`src/rtl/stereo_render_scheduler.sv`:
```
// Shares one renderer between left and right eye per video frame: latches a pose,
// renders left then right (x offset by EYE_SEP), and swaps buffer halves once both eyes finish.
module stereo_render_scheduler #(
  parameter logic signed [31:0] EYE_SEP        = 32'sd32768,
  parameter int unsigned        TIMEOUT_CYCLES = 200000,
  parameter int unsigned        DROP_W         = 16
) (
  input  logic              clk_in,
  input  logic              rst_n_in,
  input  logic              enable_in,
  input  logic              new_frame_in,
  input  logic              pose_valid_in,
  input  logic [31:0]       pose_x_in,
  input  logic [31:0]       pose_y_in,
  input  logic [31:0]       pose_z_in,
  input  logic              render_done_in,
  output logic              start_out,
  output logic              eye_out,
  output logic [31:0]       ori_x_out,
  output logic [31:0]       ori_y_out,
  output logic [31:0]       ori_z_out,
  output logic              display_buf_out,
  output logic              write_buf_out,
  output logic              busy_out,
  output logic [DROP_W-1:0] drops_out,
  output logic              timeout_out
);

  localparam int unsigned TW = $clog2(TIMEOUT_CYCLES + 1);

  typedef enum logic [2:0] {READY, START_L, WAIT_L, START_R, WAIT_R} state_t;

  state_t              state_q, state_d;
  logic [TW-1:0]       tcnt_q, tcnt_d;
  logic [31:0]         sh_x_q, sh_y_q, sh_z_q, sh_x_d, sh_y_d, sh_z_d;
  logic [31:0]         ori_x_q, ori_y_q, ori_z_q, ori_x_d, ori_y_d, ori_z_d;
  logic                eye_q, eye_d, disp_q, disp_d, wbuf_q, wbuf_d;
  logic                have_q, have_d, start_q, start_d, busy_q, busy_d;
  logic                tout_q, tout_d;
  logic [DROP_W-1:0]   drops_q, drops_d;
  logic                expire, advance, launch, swap, drop;

  // Next-state and next-output computation
  always_comb begin
    state_d = state_q;
    tcnt_d  = tcnt_q;
    ori_x_d = ori_x_q;
    ori_y_d = ori_y_q;
    ori_z_d = ori_z_q;
    eye_d   = eye_q;
    disp_d  = disp_q;
    have_d  = have_q;
    tout_d  = tout_q;
    drops_d = drops_q;
    launch  = 1'b0;
    swap    = 1'b0;
    drop    = 1'b0;
    sh_x_d  = pose_valid_in ? pose_x_in : sh_x_q;
    sh_y_d  = pose_valid_in ? pose_y_in : sh_y_q;
    sh_z_d  = pose_valid_in ? pose_z_in : sh_z_q;
    expire  = (tcnt_q == TW'(TIMEOUT_CYCLES - 1));
    advance = render_done_in | expire;

    case (state_q)
      READY: begin
        if (new_frame_in && enable_in) begin
          launch = 1'b1;
          swap   = have_q;
        end
      end
      START_L: begin
        tcnt_d  = '0;
        state_d = WAIT_L;
        drop    = new_frame_in;
      end
      WAIT_L: begin
        tcnt_d = tcnt_q + TW'(1);
        drop   = new_frame_in;
        if (advance) begin
          tout_d  = tout_q | expire;
          ori_x_d = ori_x_q + EYE_SEP;
          eye_d   = 1'b1;
          state_d = START_R;
        end
      end
      START_R: begin
        tcnt_d  = '0;
        state_d = WAIT_R;
        drop    = new_frame_in;
      end
      WAIT_R: begin
        tcnt_d = tcnt_q + TW'(1);
        if (advance) begin
          tout_d  = tout_q | expire;
          have_d  = 1'b1;
          state_d = READY;
          // Back-to-back frame: the one just finished is complete, so swap now
          if (new_frame_in && enable_in) begin
            launch = 1'b1;
            swap   = 1'b1;
          end
        end else begin
          drop = new_frame_in;
        end
      end
      default: state_d = READY;
    endcase

    if (launch) begin
      state_d = START_L;
      eye_d   = 1'b0;
      ori_x_d = pose_valid_in ? pose_x_in : sh_x_q;
      ori_y_d = pose_valid_in ? pose_y_in : sh_y_q;
      ori_z_d = pose_valid_in ? pose_z_in : sh_z_q;
    end
    if (swap) disp_d = ~disp_q;
    if (drop && (drops_q != '1)) drops_d = drops_q + DROP_W'(1);

    wbuf_d  = ~disp_d;
    start_d = (state_d == START_L) || (state_d == START_R);
    busy_d  = (state_d != READY);
  end

  always_ff @(posedge clk_in or negedge rst_n_in) begin
    if (!rst_n_in) begin
      state_q <= READY;
      tcnt_q  <= '0;
      sh_x_q  <= '0;
      sh_y_q  <= '0;
      sh_z_q  <= '0;
      ori_x_q <= '0;
      ori_y_q <= '0;
      ori_z_q <= '0;
      eye_q   <= 1'b0;
      disp_q  <= 1'b0;
      wbuf_q  <= 1'b1;
      have_q  <= 1'b0;
      start_q <= 1'b0;
      busy_q  <= 1'b0;
      tout_q  <= 1'b0;
      drops_q <= '0;
    end else begin
      state_q <= state_d;
      tcnt_q  <= tcnt_d;
      sh_x_q  <= sh_x_d;
      sh_y_q  <= sh_y_d;
      sh_z_q  <= sh_z_d;
      ori_x_q <= ori_x_d;
      ori_y_q <= ori_y_d;
      ori_z_q <= ori_z_d;
      eye_q   <= eye_d;
      disp_q  <= disp_d;
      wbuf_q  <= wbuf_d;
      have_q  <= have_d;
      start_q <= start_d;
      busy_q  <= busy_d;
      tout_q  <= tout_d;
      drops_q <= drops_d;
    end
  end

  assign start_out       = start_q;
  assign eye_out         = eye_q;
  assign ori_x_out       = ori_x_q;
  assign ori_y_out       = ori_y_q;
  assign ori_z_out       = ori_z_q;
  assign display_buf_out = disp_q;
  assign write_buf_out   = wbuf_q;
  assign busy_out        = busy_q;
  assign drops_out       = drops_q;
  assign timeout_out     = tout_q;

endmodule
```
`config.mk`:
```
export PLATFORM = sky130hd
export DESIGN_NAME = stereo_render_scheduler
export DESIGN_NICKNAME = d
export VERILOG_FILES = /design/src/rtl/stereo_render_scheduler.sv
export SDC_FILE = /design/constraint.sdc
export NUM_CORES = 1
export LEC_CHECK = 0
export CAP_MARGIN = 20
export CORE_MARGIN = 2
export CORE_UTILIZATION = 39
export CTS_CLUSTER_DIAMETER = 120
export DETAILED_ROUTE_END_ITERATION = 7
export PLACE_DENSITY = 0.66
export SLEW_MARGIN = 20
export SYNTH_ARGS = -nofsm -noshare
export SYNTH_HDL_FRONTEND = slang
export SYNTH_SLANG_ARGS = --single-unit
export TNS_END_PERCENT = 100
```
`constraint.sdc`:
```
create_clock -name clk_in -period 2.8 [get_ports clk_in]
set_input_delay 0.7 -clock clk_in [delete_from_list [all_inputs] [get_ports clk_in]]
set_output_delay 0.7 -clock clk_in [all_outputs]
set_load 0.03 [all_outputs]
```
==> implementation parameters <==
Parameter                              Value

Hold path
  Path category of the worst min-delay check ... in -> async

STA
  Total of endpoints with negative setup slack in the final report ... 0
  Tightest Pin Transition ... 511 ps
  Final setup TNS ... 0 ps
  Post-route minimum period ... 2400 ps
  Period Utilization, post-route ... 85.8%
  Total count of max-transition violations in the final report ... 0
  Worst clock skew ... 5.87 ps
  Worst max-slew margin expressed relative to the limit ... 65.9%
  Unrepaired setup endpoints after global routing ... false
  Max Fclk ... 416 MHz
  Hold Fails Final Rpt ... 0

Logic synthesis
  Share of the yosys chip area belonging to registers ... 61.3%
  Count of distinct cell types in the synthesized netlist ... 53
  Cell types with the highest counts after synthesis ... 235 x sky130_fd_sc_hd__dfrtp_1, 167 x sky130_fd_sc_hd__mux2_2, 40 x sky130_fd_sc_hd__nand2_1, 24 x sky130_fd_sc_hd__nor2_1, 21 x sky130_fd_sc_hd__nand3_1
  Top cell type by total area after synthesis ... sky130_fd_sc_hd__dfrtp_1
  Top cells by area, synth ... sky130_fd_sc_hd__dfrtp_1 61%, sky130_fd_sc_hd__mux2_2 20%, sky130_fd_sc_hd__xor2_1 1.7%
  Fraction of synthesized cell area taken by the top area cell type ... 61.0%
  EDFF count, synth ... 0
  Mean Syn Cell Area ... 13.9 sq um
  Synthesized Nets ... 800
  Most repeated cell in the gate-level netlist after synthesis ... sky130_fd_sc_hd__dfrtp_1
  Synth warn ... 0
  Share of flip-flops with an asynchronous set or reset after synthesis ... 100%
  Number of instances in the synthesized netlist ... 695
  Predominant post-synthesis flop cell ... sky130_fd_sc_hd__dfrtp_1
  Yosys reg bits ... 236
  Post-synth design cell area ... 9630 sq um

Global route
  Number of global-route vias before repair ... 6516
  Maximum number of pins on one net before global-route repair ... 62
  Initial antenna violation count ... 0
  Combined global-route utilization of all metal layers ... 16.0%
  GRT overflow ... 0
  First-pass GRT wire length ... 34.1 mm

Clock network
  TritonCTS clock tree ... built
  Clk slew on worst S/H paths ... 60 ps
  Post CTS Setup Buffer Count ... 0
  Resized cells post-CTS ... 0
  CTS H-tree depth ... 1
  Number of buffers created by CTS ... 26
  Number of buffers between clock root and the deepest sink ... 3
  Number of clock sinks ... 236
  Clock insertion delay at the later pin of the skew report ... 510 ps
  Post-CTS Hold Fix Bufs ... 0
  Clock root cell ... sky130_fd_sc_hd__clkbuf_16

Setup path
  Slowest cell on the critical path ... sky130_fd_sc_hd__clkdlybuf4s50_1
  Capturing element type of the critical path ... output pin
  Slack of the worst reg-to-reg path ... 430 ps
  Delay of the slowest cell on the worst path ... 730 ps
  Startpoint class of the critical path ... register
  Arrival time worst endpoint ... 1700 ps
  Worst Path Required ... 2100 ps
  Worst reg2reg path depth ... 8
  Classification of the worst setup path ... reg -> out
  Worst-path fanout max ... 7
  Buffers plus inverters on the worst setup path ... 1
  Top cell family by delay on the critical path ... buffers and inverters
  Startpoint of the most critical register-to-register path ... tcnt_q[0]$_DFFE_PN0P_
  CP cell instances ... clkdlybuf4s50_1
  Worst r2r dst ... drops_out[15]$_DFFE_PN0P_

Place
  Total of buffers placed on input and output ports ... 219
  Detailed placement HPWL ... 14.4 mm
  Placer Congestion ... 0.747

Route
  Drc violations ... 0
  Routed len/inst ... 16.4 microns
  Top routing layer in use ... met4
  Post-detailed-route count of antenna-violating nets ... 0
  Number of DRC markers in iteration 0 ... 179
  Ratio of routed vias to standard cells ... 4.88
  Count of TritonRoute iterations in the first routing pass ... 4
  Met2 wirelength from detailed routing ... 9.88 mm
  Wire length on met3 ... 1.09 mm
  Wirelength, routed ... 20.8 mm
  Vias ... 6181
  Met1 routed wirelength after detailed routing ... 9.58 mm

Run status
  Result of the run ... finished clean

Floorplan
  Die area ... 26000 sq um
  Placement row count ... 57
  Standard cell core area ... 24300 sq um
  Horizontal extent of the die ... 161 microns
  Effective utilization at floorplan ... 39.6%
  Height of the die ... 161 microns
  I/O pin total ... 220

Power and ir drop
  Leak pwr ... 5.54 nW
  Worst voltage drop across the vdd grid ... 0.000542 V
  Ratio of total power to cell area ... 1020 nW/um^2

Finish
  Share of the core filled with cells in the final layout ... 53.8%
  Share of layout cells above drive strength 1 ... 25.9%
  Inserted Diodes ... 0
  Filler cell count ... 2077
  Final layout net count ... 1035
  Area added between synthesis and finish ... 35.9%

Run
  Max-capacitance violation count ... 0
## how the worst max path moves through the flow
stage,from,to,depth (start not counted)
3_3_place_gp,new_frame_in,drops_out[4]$_DFFE_PN0P_,7
4_1_cts,ori_x_out[25]$_DFFE_PN0P_,ori_x_out[25],1
5_1_grt,tcnt_q[0]$_DFFE_PN0P_,display_buf_out$_DFF_PN0_,8
6_report,ori_x_out[25]$_DFFE_PN0P_,ori_x_out[25],1
3_5_place_dp,new_frame_in,drops_out[2]$_DFFE_PN0P_,7
2_1_floorplan,pose_valid_in,ori_x_out[10]$_DFFE_PN0P_,5
## cells in the final DEF (no fill, tap or decap), types with 2 or more instances in the layout
master and count:
sky130_fd_sc_hd__dfrtp_1 235, sky130_fd_sc_hd__mux2_4 10, sky130_fd_sc_hd__a221o_1 2, sky130_fd_sc_hd__inv_1 10, sky130_fd_sc_hd__xnor2_1 18, sky130_fd_sc_hd__buf_12 8
sky130_fd_sc_hd__clkbuf_1 5, sky130_fd_sc_hd__and2_1 4, sky130_fd_sc_hd__o21ai_1 6, sky130_fd_sc_hd__a21oi_1 14, sky130_fd_sc_hd__and3_1 14, sky130_fd_sc_hd__mux2_2 167
sky130_fd_sc_hd__clkbuf_16 27, sky130_fd_sc_hd__and4_1 2, sky130_fd_sc_hd__clkbuf_8 5, sky130_fd_sc_hd__o311ai_1 6, sky130_fd_sc_hd__nand2_1 40, sky130_fd_sc_hd__xor2_1 19
sky130_fd_sc_hd__nand4_1 13, sky130_fd_sc_hd__o21ai_0 19, sky130_fd_sc_hd__buf_4 12, sky130_fd_sc_hd__nor3_1 4, sky130_fd_sc_hd__ha_1 3, sky130_fd_sc_hd__nor3b_1 3
sky130_fd_sc_hd__nand3_1 21, sky130_fd_sc_hd__clkinvlp_4 2, sky130_fd_sc_hd__nor2_1 24, sky130_fd_sc_hd__clkdlybuf4s50_1 217, sky130_fd_sc_hd__or3_1 4
## through the flow
stage / instances / power [mW] / setup slack, ps / hold WS, ps / area (sq um)
finish: 1266 / 13.4 / 397 / 129 / 13100
global route: 1266 / 14.1 / 262 / 145 / 13100
CTS: 1266 / 13.6 / 370 / 129 / 13100
detailed placement: 1226 / 10.4 / 166 / 471 / 12300
global placement: 1226 / 10.3 / 189 / 452 / 12300
floorplan: 695 / 8.10 / 504 / 404 / 9630
## power by group
group | switching [mW] | internal [mW]
logic | 2.80 | 2.46
registers | 0.659 | 4.38
clock network | 1.25 | 1.87
## registers in the layout, indices dropped and copies added (netlist names), 3 cells and up
| register | cells |
|---|---|
| tcnt_q | 18 |
| sh_z_q | 32 |
| ori_x_out | 32 |
| drops_out | 16 |
| state_q | 3 |
| sh_x_q | 32 |
| ori_y_out | 32 |
| sh_y_q | 32 |
| ori_z_out | 32 |
## cell families (layout without fill, tap and decap cells)
group	count (synthesis)	count (layout)	synth area share, %
multiplexers	177	177	21.1
AND/OR/NAND/NOR	140	140	7.58
adder cells (fa/ha/maj)	3	3	0.390
flip-flops	236	236	61.3
XOR/XNOR	37	37	3.36
buffers and inverters	41	288	2.12
AO/OA/AOI/OAI	61	61	4.16
## metal layers
metal / up-vias / track usage [%]
li1: 2929 / -
met1: 3067 / 22.1
met2: 164 / 26.8
met3: 21 / 2.95
met4: 0 / 3.25
met5: - / 0
## area by class of cell
cell class	instances	area, sq um	share of cell area [%]
clock buffer	37	763	5.83
clock inverter	3	20.0	0.153
multi-input combinational	418	3520	26.9
timing repair buffer	238	2440	18.6
tap	324	405	3.10
sequential	236	5910	45.1
inverter	10	37.5	0.287
Note: power is estimated with default switching activity, not from simulation.
